`config.mk`:
```
export PLATFORM = sky130hd
export DESIGN_NAME = pipe_reg_skid
export DESIGN_NICKNAME = d
export VERILOG_FILES = /design/src/rtl/pipe_pkg.sv /design/src/rtl/dffen_n.sv /design/src/rtl/pipe_reg_skid.sv
export SDC_FILE = /design/constraint.sdc
export NUM_CORES = 1
export LEC_CHECK = 0
export ABC_AREA = 1
export CORE_MARGIN = 2
export CORE_UTILIZATION = 43
export CTS_BUF_LIST = sky130_fd_sc_hd__clkbuf_4 sky130_fd_sc_hd__clkbuf_8
export DETAILED_ROUTE_END_ITERATION = 10
export DONT_BUFFER_PORTS = 1
export PLACE_DENSITY = 0.54
export SETUP_SLACK_MARGIN = 0.5
export SLEW_MARGIN = 20
export SYNTH_ARGS = -nofsm -noshare
export SYNTH_HDL_FRONTEND = slang
export SYNTH_HIERARCHICAL = 1
export SYNTH_SLANG_ARGS = --single-unit
```
`constraint.sdc`:
```
create_clock -name clk -period 2.1 [get_ports clk]
set_input_delay 0.42 -clock clk [delete_from_list [all_inputs] [get_ports clk]]
set_output_delay 0.42 -clock clk [all_outputs]
set_load 0.1 [all_outputs]
```
`src/rtl/pipe_pkg.sv`:
```
// rtl/pipe_pkg.sv - state encoding and helpers for the skid pipeline register
package pipe_pkg;

    typedef enum logic [1:0] {
        EMPTY = 2'd0,
        ONE   = 2'd1,
        FULL  = 2'd2
    } pipe_state_t;

    // The unused encoding 2'd3 behaves exactly like EMPTY and is left on the next edge.
    function automatic pipe_state_t legalize(input pipe_state_t s);
        case (s)
            ONE:     return ONE;
            FULL:    return FULL;
            default: return EMPTY;
        endcase
    endfunction

    function automatic logic [1:0] occ_of(input pipe_state_t s);
        case (s)
            ONE:     return 2'd1;
            FULL:    return 2'd2;
            default: return 2'd0;
        endcase
    endfunction

endpackage

```
`src/rtl/dffen_n.sv`:
```
// rtl/dffen_n.sv - WIDTH-bit enabled register with asynchronous reset to RESET_VAL
module dffen_n #(
    parameter int               WIDTH     = 16,
    parameter logic [WIDTH-1:0] RESET_VAL = '0
) (
    input  logic             clk,
    input  logic             rst,
    input  logic             en,
    input  logic [WIDTH-1:0] d,
    output logic [WIDTH-1:0] q
);

    always_ff @(posedge clk or posedge rst) begin
        if (rst) begin
            q <= RESET_VAL;
        end else if (en) begin
            q <= d;
        end
    end

endmodule

```
`src/rtl/pipe_reg_skid.sv`:
```
// rtl/pipe_reg_skid.sv - valid/ready pipeline register with 2-entry skid buffer and flush
module pipe_reg_skid
    import pipe_pkg::*;
#(
    parameter int               WIDTH     = 16,
    parameter logic [WIDTH-1:0] RESET_VAL = '0
) (
    input  logic             clk,
    input  logic             rst,
    input  logic             in_valid,
    output logic             in_ready,
    input  logic [WIDTH-1:0] in_data,
    output logic             out_valid,
    input  logic             out_ready,
    output logic [WIDTH-1:0] out_data,
    input  logic             flush,
    output logic [1:0]       occupancy
);

    pipe_state_t      state_q;
    pipe_state_t      state_d;
    pipe_state_t      state_cur;
    logic             accept;
    logic             emit;
    logic             main_en;
    logic             skid_en;
    logic [WIDTH-1:0] main_d;
    logic [WIDTH-1:0] skid_d;
    logic [WIDTH-1:0] main_q;
    logic [WIDTH-1:0] skid_q;

    always_ff @(posedge clk or posedge rst) begin
        if (rst) begin
            state_q <= EMPTY;
        end else begin
            state_q <= state_d;
        end
    end

    // Handshake outputs come from registers (plus rst) only, never from out_ready or in_*.
    assign state_cur = legalize(state_q);
    assign out_valid = (state_cur != EMPTY);
    assign in_ready  = (state_cur != FULL) & ~rst;
    assign occupancy = occ_of(state_cur);
    assign out_data  = main_q;

    assign accept = in_valid & in_ready;
    assign emit   = out_valid & out_ready;

    always_comb begin
        state_d = state_cur;
        main_en = 1'b0;
        skid_en = 1'b0;
        main_d  = in_data;
        skid_d  = in_data;
        if (flush) begin
            state_d = EMPTY;
            main_en = 1'b1;
            skid_en = 1'b1;
            main_d  = RESET_VAL;
            skid_d  = RESET_VAL;
        end else begin
            case (state_cur)
                ONE: begin
                    if (accept && emit) begin
                        main_en = 1'b1;
                    end else if (accept) begin
                        state_d = FULL;
                        skid_en = 1'b1;
                    end else if (emit) begin
                        state_d = EMPTY;
                    end
                end
                FULL: begin
                    // Skid always drains through main so arrival order is preserved.
                    if (emit) begin
                        state_d = ONE;
                        main_en = 1'b1;
                        main_d  = skid_q;
                    end
                end
                default: begin
                    if (accept) begin
                        state_d = ONE;
                        main_en = 1'b1;
                    end
                end
            endcase
        end
    end

    dffen_n #(.WIDTH(WIDTH), .RESET_VAL(RESET_VAL)) u_main (
        .clk (clk),
        .rst (rst),
        .en  (main_en),
        .d   (main_d),
        .q   (main_q)
    );

    dffen_n #(.WIDTH(WIDTH), .RESET_VAL(RESET_VAL)) u_skid (
        .clk (clk),
        .rst (rst),
        .en  (skid_en),
        .d   (skid_d),
        .q   (skid_q)
    );

endmodule

```
==> flow_summary_export.csv <==
group,metric,value,unit
run_status,status,"finished clean",
yosys,ys_seq_area_frac,0.428,
yosys,synth_fa_ha_area_frac,0.0252,
yosys,yosys.cell_types.count,23,
floorplan,io_pins,41,
setup_path,worstPathArrival,1400,ps
sta,fin_crit_sh,0.867,
route,final_antenna_net_count,0,
yosys,syn_nets,267,
cts,cts_buffer_depth,2,
route,drcViolationCount,0,
cells_and_area,fill_cells,374,
yosys,synth_top_family_by_area,"simple AND/OR/NAND/NOR gates",
setup_path,crit_path_cell_trace,"ha_4 -> clkinvlp_4 -> buf_8",
cells_and_area,final_common_cell,"nand2_1",
power_and_ir_drop,power,2.84,mW
cells_and_area,stdcell_count,336,
yosys,syn-cell-area,1990,µm²
route,wl_per_cell,14.3,µm
placement,io_buffers,0,
floorplan,fp.dieH,72.0,µm
yosys,synth-seq-cells,34,
placement,dp.cells,308,
placement,place_ws,110,ps
cts,htreeDepth,2,
setup_path,crit_path_top_delay_cell,"dfrtp_2",
setup_path,cp_slowest_stage_delay,460,ps
sta,hold_ws,82.7,ps
route,drtPass1Iterations,4,
grt,grt_max_degree,20,
sta,setup_violations,0,
yosys,synth_simple_gate_area_frac,0.260,
cts,numClockSinks,34,
cells_and_area,n_antenna_cell,0,
route,drtIter0Drc,57,
setup_path,critPathKind,"reg2out",
grt,grt_use_total,0.188,
cts,tritoncts,"built",
yosys,syn_inst,242,
cts,cts_root_buf,"clkbuf_8",
cts,cts_buffers,5,
placement,globalplace.congestion,0.774,
setup_path,worstPathRequired,1680,ps
floorplan,initial_core_util,0.451,
route,wirelength,4800,µm
run,maxCapViolCount,0,
grt,grt_pass1_vias,1524,
yosys,synth_xor_area_frac,0,
setup_path,startpoint_type,"flip-flop",
power_and_ir_drop,p_leak,1.43,nW
sta,final_max_slew_viol_count,0,
floorplan,rows,24,
sta,fin_skew,1.31,ps
placement,dp_hpwl,2980,µm
sta,layout_setup_ws,279,ps
floorplan,core,4410,µm²
sta,clock.fmax,549,MHz
yosys,yosysWarningCount,6,
yosys,synth_mux_area_frac,0,
grt,grt_pass1_wl,7410,µm
worst_hold_path,hold_class,"in2async",
cts,clk_latency,280,ps
yosys,synth_compound_area_frac,0.155,
setup_path,critical_path_buf_inv_count,2,
cells_and_area,multi_input_comb_area,1080,µm²
cells_and_area,layout.nets,308,
floorplan,die-area,5190,µm²
sta,relSlewSlack,0.574,
cts,clkTransAtPathRegs,70,ps
power_and_ir_drop,vdd_drop_max,0.000520,V
setup_path,rr_startpoint,"state_q[1]",
route,vias_per_cell,4.87,
grt,overflow,0,
sta,hold_viol_final,0,
setup_path,rrSetupSlack,350,ps
cells_and_area,ff_latch_area,852,µm²
grt,antenna_found_initial,0,
yosys,syn_avg_cell_area,8.22,µm²
setup_path,critPathTopFamily,"flip-flops",
setup_path,worstSetupEndpointType,"output pin",
cells_and_area,post-route-util,0.609,
power_and_ir_drop,power.density,1060,nW/µm²
floorplan,fp.dieW,72.0,µm
cells_and_area,drive_above_1_share,0.518,
cells_and_area,mostFrequentLayoutCells,"nand2_1, nand2_2, dfrtp_1",
setup_path,cp_max_fo,3,
route,vias,1637,
setup_path,crit_path_start,"state_q[1]",
sta,worst_pin_slew,638,ps
cells_and_area,syn2layout_area_growth,35.1,%
sta,rsz0062_at_grt,"true",
sta,period_minus_slack,1820,ps
Yosys cell counts:
master | n | share of area
nand2_1 | 93 | 0.18
dfrtp_1 | 34 | 0.43
inv_1 | 25 | 0.047
a21oi_2 | 17 | 0.075
nor2_1 | 17 | 0.032
o21ai_2 | 13 | 0.057
nand2_2 | 11 | 0.035
buf_6 | 8 | 0.045
o21ai_1 | 5 | 0.013
ha_1 | 4 | 0.025
buf_12 | 2 | 0.020
inv_6 | 2 | 0.0088
a31oi_1 | 1 | 0.0031
buf_2 | 1 | 0.0025
buf_4 | 1 | 0.0038
inv_2 | 1 | 0.0019
inv_4 | 1 | 0.0031
nand2_4 | 1 | 0.0057
nand4_1 | 1 | 0.0031
nor2_2 | 1 | 0.0031
nor2_4 | 1 | 0.0057
o2111ai_1 | 1 | 0.0044
o21ai_0 | 1 | 0.0025
worst reg2reg max path: cells and delay by family (launching register included):
kind,cells,cell delay [ps]
DFF,1,460
adders and majority gates,1,330
buffers and inverters,3,360
AOI/OAI and AO/OA,1,400
and+or+nand+nor,2,100
layer usage:
metal	vias up	wire length [µm]	GRT usage
met5	-	0	0
met4	0	106	0.0503
met3	10	260	0.0528
met2	49	2270	0.287
met1	756	2160	0.262
li1	822	-	-
area by class of cell:
cell class / instances / share of cell area
well taps: 52 / 0.0242
repair inverters: 2 / 0.00559
clock inverters: 2 / 0.00466
repair buffers: 44 / 0.164
clock buffers: 6 / 0.0307
multi-input cells: 167 / 0.401
inverters: 29 / 0.0521
flip-flops and latches: 34 / 0.317
power by group:
group	internal [mW]	switching, mW	total, mW
Combinational	0.457	1.07	1.52
Clock	0.263	0.240	0.503
Sequential	0.754	0.0626	0.816
worst paths after layout:
| kind | to | cells after the start |
|---|---|---|
| max | out_valid | 3 |
| min | u_main/q[0] | 1 |
| max reg2reg | u_main/q[4] | 7 |
| max in group asynchronous | state_q[1] | 2 |
| min reg2reg | u_main/q[11] | 2 |
| min in group clk | state_q[0] | 1 |
state kept, by name (all words and copies together) (netlist names):
name / count
u_main/q: 16
state_q: 2
u_skid/q: 16
timing repair:
item,CTS,global route
hold buffers,1,0
pin swaps,12,23
setup buffers,9,8
cloned,1,1
endpoints found under the hold margin,2,0
endpoints found under the setup margin,38,37
gates resized for setup,38,43
logic make-up after synthesis:
family | after synthesis
simple gates | 125
buf+inv | 41
compound gates | 38
flops | 34
fa+ha+maj | 4
stage by stage:
step / setup TNS [ps] / instance area, µm²
2_1_floorplan: -1970 / 2030
3_3_place_gp: 0 / 2140
3_5_place_dp: 0 / 2140
4_1_cts: 0 / 2480
5_1_grt: 0 / 2690
6_report: 0 / 2690
No activity file was read; power rests on OpenSTA's default activity.
